## src/rtl/math_dismiss_ctrl.sv

```systemverilog
// Math-question alarm dismissal sequencer: generates addition questions, collects a
// two-digit BCD answer from keys and pulses alarm_off after enough consecutive correct answers.
module math_dismiss_ctrl #(
  parameter int unsigned NUM_QUESTIONS  = 3,
  parameter int unsigned PENALTY_CYCLES = 50_000_000,
  parameter logic [15:0] LFSR_SEED      = 16'hACE1
) (
  input  logic       clock,
  input  logic       reset,
  input  logic       alarm_on,
  input  logic [3:0] digit_in,
  input  logic       digit_key,
  input  logic       submit_key,
  output logic [6:0] question_a,
  output logic [6:0] question_b,
  output logic [6:0] question_c,
  output logic       alarm_off,
  output logic       wrong,
  output logic [2:0] remaining,
  output logic       busy
);

  localparam int unsigned     CNT_W     = (PENALTY_CYCLES > 1) ? $clog2(PENALTY_CYCLES) : 1;
  localparam logic [CNT_W-1:0] CNT_LOAD = CNT_W'(PENALTY_CYCLES - 1);
  localparam logic [2:0]      REM_INIT  = 3'(NUM_QUESTIONS);
  localparam logic [15:0]     LFSR_TAPS = 16'hB400;

  typedef enum logic [2:0] {
    S_IDLE, S_GEN, S_ENTRY, S_CHECK, S_PENALTY, S_DONE
  } state_e;

  state_e           state_q, state_d;
  logic [15:0]      lfsr_q, lfsr_d;
  logic [2:0]       dsync_q, dsync_d;
  logic [2:0]       ssync_q, ssync_d;
  logic [3:0]       tens_q, tens_d;
  logic [3:0]       ones_q, ones_d;
  logic [6:0]       qa_q, qa_d;
  logic [6:0]       qb_q, qb_d;
  logic [6:0]       qc_q, qc_d;
  logic             off_q, off_d;
  logic             wrong_q, wrong_d;
  logic [2:0]       rem_q, rem_d;
  logic             busy_q, busy_d;
  logic [CNT_W-1:0] cnt_q, cnt_d;
  logic             pend_q, pend_d;

  logic       digit_ev, submit_ev, match;
  logic [5:0] r_a, r_b;
  logic [6:0] entry_val;

  // Bits [1:0] of each sync chain are the synchroniser, bit [2] is the edge-detect history.
  assign digit_ev  = dsync_q[1] & ~dsync_q[2];
  assign submit_ev = ssync_q[1] & ~ssync_q[2];
  assign match     = (qc_q == 7'(qa_q + qb_q));
  assign r_a       = lfsr_q[5:0];
  assign r_b       = lfsr_q[13:8];
  assign entry_val = 7'(ones_q) * 7'd10 + 7'(digit_in);

  // State register
  always_ff @(posedge clock or negedge reset) begin
    if (!reset) state_q <= S_IDLE;
    else        state_q <= state_d;
  end

  // Datapath and output registers
  always_ff @(posedge clock or negedge reset) begin
    if (!reset) begin
      lfsr_q  <= LFSR_SEED;
      dsync_q <= '0;
      ssync_q <= '0;
      tens_q  <= '0;
      ones_q  <= '0;
      qa_q    <= '0;
      qb_q    <= '0;
      qc_q    <= '0;
      off_q   <= 1'b0;
      wrong_q <= 1'b0;
      rem_q   <= REM_INIT;
      busy_q  <= 1'b0;
      cnt_q   <= '0;
      pend_q  <= 1'b0;
    end else begin
      lfsr_q  <= lfsr_d;
      dsync_q <= dsync_d;
      ssync_q <= ssync_d;
      tens_q  <= tens_d;
      ones_q  <= ones_d;
      qa_q    <= qa_d;
      qb_q    <= qb_d;
      qc_q    <= qc_d;
      off_q   <= off_d;
      wrong_q <= wrong_d;
      rem_q   <= rem_d;
      busy_q  <= busy_d;
      cnt_q   <= cnt_d;
      pend_q  <= pend_d;
    end
  end

  // Next-state logic; dropping alarm_on overrides every other transition
  always_comb begin
    state_d = state_q;
    if (!alarm_on) begin
      state_d = S_IDLE;
    end else begin
      case (state_q)
        S_IDLE:    state_d = S_GEN;
        S_GEN:     state_d = S_ENTRY;
        S_ENTRY:   if (pend_q || (submit_ev && !digit_ev)) state_d = S_CHECK;
        S_CHECK: begin
          if (!match)             state_d = S_PENALTY;
          else if (rem_q > 3'd1)  state_d = S_GEN;
          else                    state_d = S_DONE;
        end
        S_PENALTY: if (cnt_q == '0) state_d = S_GEN;
        S_DONE:    state_d = S_DONE;
        default:   state_d = S_IDLE;
      endcase
    end
  end

  // Output and datapath next values
  always_comb begin
    lfsr_d  = {1'b0, lfsr_q[15:1]} ^ (lfsr_q[0] ? LFSR_TAPS : 16'h0000);
    dsync_d = {dsync_q[1:0], digit_key};
    ssync_d = {ssync_q[1:0], submit_key};
    tens_d  = tens_q;
    ones_d  = ones_q;
    qa_d    = qa_q;
    qb_d    = qb_q;
    qc_d    = qc_q;
    off_d   = 1'b0;
    wrong_d = wrong_q;
    rem_d   = rem_q;
    cnt_d   = cnt_q;
    pend_d  = 1'b0;
    busy_d  = (state_d != S_IDLE);

    if (!alarm_on || state_q == S_IDLE) begin
      tens_d  = '0;
      ones_d  = '0;
      qa_d    = '0;
      qb_d    = '0;
      qc_d    = '0;
      wrong_d = 1'b0;
      rem_d   = REM_INIT;
      cnt_d   = '0;
    end else begin
      case (state_q)
        S_GEN: begin
          qa_d   = (r_a < 6'd50) ? 7'(r_a) : 7'(r_a - 6'd50);
          qb_d   = (r_b < 6'd50) ? 7'(r_b) : 7'(r_b - 6'd50);
          qc_d   = '0;
          tens_d = '0;
          ones_d = '0;
        end
        S_ENTRY: begin
          if (digit_ev && !pend_q && digit_in <= 4'd9) begin
            tens_d = ones_q;
            ones_d = digit_in;
            qc_d   = entry_val;
          end
          // A submit coinciding with a digit waits one cycle so CHECK sees the new entry.
          pend_d = digit_ev && submit_ev && !pend_q;
        end
        S_CHECK: begin
          if (!match) begin
            rem_d   = REM_INIT;
            wrong_d = 1'b1;
            cnt_d   = CNT_LOAD;
          end else if (rem_q > 3'd1) begin
            rem_d = rem_q - 3'd1;
          end else begin
            rem_d = '0;
            off_d = 1'b1;
          end
        end
        S_PENALTY: begin
          if (cnt_q == '0) wrong_d = 1'b0;
          else             cnt_d   = cnt_q - CNT_W'(1);
        end
        default: ;
      endcase
    end
  end

  assign question_a = qa_q;
  assign question_b = qb_q;
  assign question_c = qc_q;
  assign alarm_off  = off_q;
  assign wrong      = wrong_q;
  assign remaining  = rem_q;
  assign busy       = busy_q;

endmodule
```

## config.mk

```make
export PLATFORM = sky130hd
export DESIGN_NAME = math_dismiss_ctrl
export DESIGN_NICKNAME = d
export VERILOG_FILES = /design/src/rtl/math_dismiss_ctrl.sv
export SDC_FILE = /design/constraint.sdc
export NUM_CORES = 1
export LEC_CHECK = 0
export ABC_AREA = 1
export CAP_MARGIN = 10
export CORE_ASPECT_RATIO = 1.5
export CORE_MARGIN = 2
export CORE_UTILIZATION = 45
export CTS_CLUSTER_SIZE = 24
export DETAILED_ROUTE_END_ITERATION = 8
export GPL_TIMING_DRIVEN = 0
export PLACE_DENSITY = 0.69
export SYNTH_ARGS = -nofsm -noshare
export SYNTH_HDL_FRONTEND = slang
export SYNTH_SLANG_ARGS = --single-unit
export TNS_END_PERCENT = 20
```

## constraint.sdc

```tcl
create_clock -name clock -period 4.9 [get_ports clock]
set_clock_uncertainty 0.15 [all_clocks]
set_input_delay 0.98 -clock clock [delete_from_list [all_inputs] [get_ports clock]]
set_output_delay 0.98 -clock clock [all_outputs]
set_load 0.01 [all_outputs]
```

==> results.md <==
* Outcome: finished clean
* CTS tree: yes
* Register area at 2060 µm²
* Largest net degree at the start of global routing at 65
* Post-synth ARST share at 100%
* Clk slew on worst S/H paths at 70 ps
* Clock Power Share at 34.7%
* Slowest cell on crit path: clkdlybuf4s50_1
* Sequential area share after synthesis at 42.1%
* Post-CTS Setup Inserts at 0
* Synth Area in Compound Gates at 7.89%
* Top post-synthesis cells by count: nand2_1 (170), nand3_1 (81), inv_1 (74)
* Seq pwr share at 37.1%
* Worst ir drop on vdd at 214 µV
* Worst slew margin at 59.5%
* Die Y at 132 µm
* Required @ worst endpoint at 5010 ps
* Worst Path Arrival at 2730 ps
* Nets at 708
* Root Driver: clkbuf_16
* Switching part of the total at 35.2%
* RePlAce Congestion at 0.917
* Total gr overflow at 0
* Syn Nets at 661
* Inserted Diodes at 0
* Max Cap Viol at 0
* Placed cell count at 812
* Total CTS buffers at 9
* Mean Syn Cell Area at 7.75 µm²
* RSZ-0062 raised after global routing: false
* Dominant synthesized flop cell: dfrtp_1
* Worst r2r path cells at 12
* Yosys reg bits at 82
* Total number of vias at 4263
* PwrDens at 376 nW/µm²
* Leakage at 2.90 nW
* # rows at 46
* Number of global-route vias before repair at 4272
* Post-synthesis mux area share at 0%
* Drt pass-1 iters at 7
* Post-synth EDFFs at 0
* Htree depth at 3
* CTS sink cnt at 82
* Post-Route WL at 11600 µm
* Internal power at 1.41 mW
* Crit path kind: input port to register
* Crit-path max FO at 10
* Max incr delay on CP at 580 ps
* Main combinational cell family by area after synthesis: simple AND/OR/NAND/NOR gates
* # DRC at 0
* Post-synthesis simple-gate area fraction at 31.9%
* Die area at 11800 µm²
* Cells after synthesis at 632
* Hold WC Path Type: register to register
* Worst-Margin Slew at 608 ps
* Worst setup EP type: register
* GRT Overall Usage at 21.3%
* Deepest clock path buffer count at 2
* Dpl hpwl at 8580 µm
* Psw at 768 µW
* Initial antenna violation count at 0
* Number of port buffers at 35
* Post-route setup TNS at 0 ps
* Vias per cell at 5.15
* Synth warn at 0
* Fin. Hold Viols at 0
* Synth top area cells: dfrtp_1 (37%), nand2_1 (13%), nand3_1 (8.3%), inv_1 (5.7%), dfstp_2 (5.4%)
* Area Growth Syn to Fin at 18.1%
* Finished Layout Cells at 828
* Starting density of the core at 46.3%
* Hold path depth at 0
* Area share of fa/ha/maj cells after synthesis at 5.57%
* Multi-input logic area at 2400 µm²
* FMAX at 383 MHz
* Period utilization at 53.4%
* Cells along the critical path: clkdlybuf4s50_1 -> inv_2 -> nor2_8 -> clkbuf_1 -> o21ai_0 -> a21oi_1
* Iteration-0 DRC Markers at 208
* Yosys cell types at 45
* Endpoints failing setup at 0
* Boundary pin count at 36
* Post-DRT Antenna Nets at 0
* Tot Pwr at 2.18 mW
* Hold Buf Count CTS at 0
* Worst-Skew Late Latency at 340 ps
* Comb pwr share at 28.3%
* First-pass GRT wire length at 19900 µm
* Gates resized, CTS repair at 0
* Minimum clock period at 2610 ps
* Fillcell total at 1019
* Post-synth top area cell: dfrtp_1
* Crit start category: input port
* Synthesized area at 4900 µm²
* Max-slew violations at 0
* Count leader, synth: nand2_1
* Share of the synthesized area in the top cell type at 36.8%
* Routed wire per std cell at 14.0 µm
* Core area at 10600 µm²
* Share of cells above drive strength 1 at 11.8%
* Xor/xnor cell area share of the yosys netlist at 3.57%
* Die Wd at 89.2 µm
power groups by stage:
stage | Combinational [mW] | Clock (mW) | Sequential [mW]
global placement | 0.596 | 0 | 0.815
finish | 0.616 | 0.756 | 0.807
global route | 0.700 | 0.796 | 0.815
CTS | 0.617 | 0.771 | 0.805
floorplan | 0.453 | 0 | 0.802
detailed placement | 0.610 | 0 | 0.817
critical path, delay by kind of cell:
kind | cells | cell delay (ps)
AND/OR/NAND/NOR | 1 | 170
buffers and inverters | 3 | 1230
AO/OA/AOI/OAI | 2 | 340
stage by stage:
step                area [µm²]  utilization, %  hold WS (ps)  setup WS [ps]
finish                    5790            54.7           202           2290
floorplan                 4900               -           181           2480
detailed placement        5460            51.5           189           1960
CTS                       5790            54.7           207           2270
global route              5790            54.7           209           2120
global placement          5430            51.3           185           -162
layout make-up:
type	instances	share of cell area, %
buffer	15	1.95
clock buffer	9	3.89
clock inverter	7	1.84
inverter	86	5.66
multi-input combinational	449	41.4
sequential	82	35.7
tap	144	3.11
timing repair buffer	36	6.49
state kept, by name (all words and copies together) (netlist names):
signal and cells:
busy 1, ones_q 4, question_b 7, question_c 6, remaining 3, cnt_q 26, wrong 1, question_a 7
ssync_q 3, pend_q 1, dsync_q 3, lfsr_q 16, state_q 3, alarm_off 1
cells by family (layout without fill, tap and decap cells):
family / after synthesis / in the layout
XOR/XNOR: 20 / 20
AO/OA/AOI/OAI: 64 / 64
buffers and inverters: 101 / 153
AND/OR/NAND/NOR: 345 / 345
adder cells (fa/ha/maj): 20 / 20
flip-flops: 82 / 82
worst paths after layout:
| path | startpoint | to | slack (ps) |
|---|---|---|---|
| max reg2reg | question_a[0] | wrong | 2330 |
| max | alarm_on | question_c[3] | 2290 |
| min reg2reg | ssync_q[0] | ssync_q[1] | 200 |
| min in group asynchronous | reset | cnt_q[8] | 370 |
| min | ssync_q[0] | ssync_q[1] | 200 |
| max in group asynchronous | reset | lfsr_q[10] | 3580 |
layer usage:
layer | wire length, µm | GRT usage [%] | vias to the layer above
met3 | 425 | 3.94 | 23
li1 | - | - | 2114
met1 | 4650 | 25.2 | 2019
met4 | 313 | 8.62 | 0
met5 | 0 | 0 | -
met2 | 6210 | 37.1 | 107
layout by cell type (no fill, tap or decap), types with 3 or more instances in the layout:
master / count
dfstp_2: 10
o22ai_1: 5
o21ai_0: 21
inv_2: 9
o21ai_2: 5
ha_1: 17
nand2_1: 170
dfrtp_1: 72
nor2_2: 5
a21oi_1: 19
nand2_2: 5
fa_1: 3
clkbuf_16: 9
inv_6: 4
nor3_1: 4
inv_1: 74
nand3_1: 81
buf_2: 6
a31oi_1: 4
xor2_1: 13
xnor2_1: 7
buf_6: 6
clkdlybuf4s50_1: 34
nand3_4: 3
nor2_1: 60
Power figures use the tool's default switching activity.
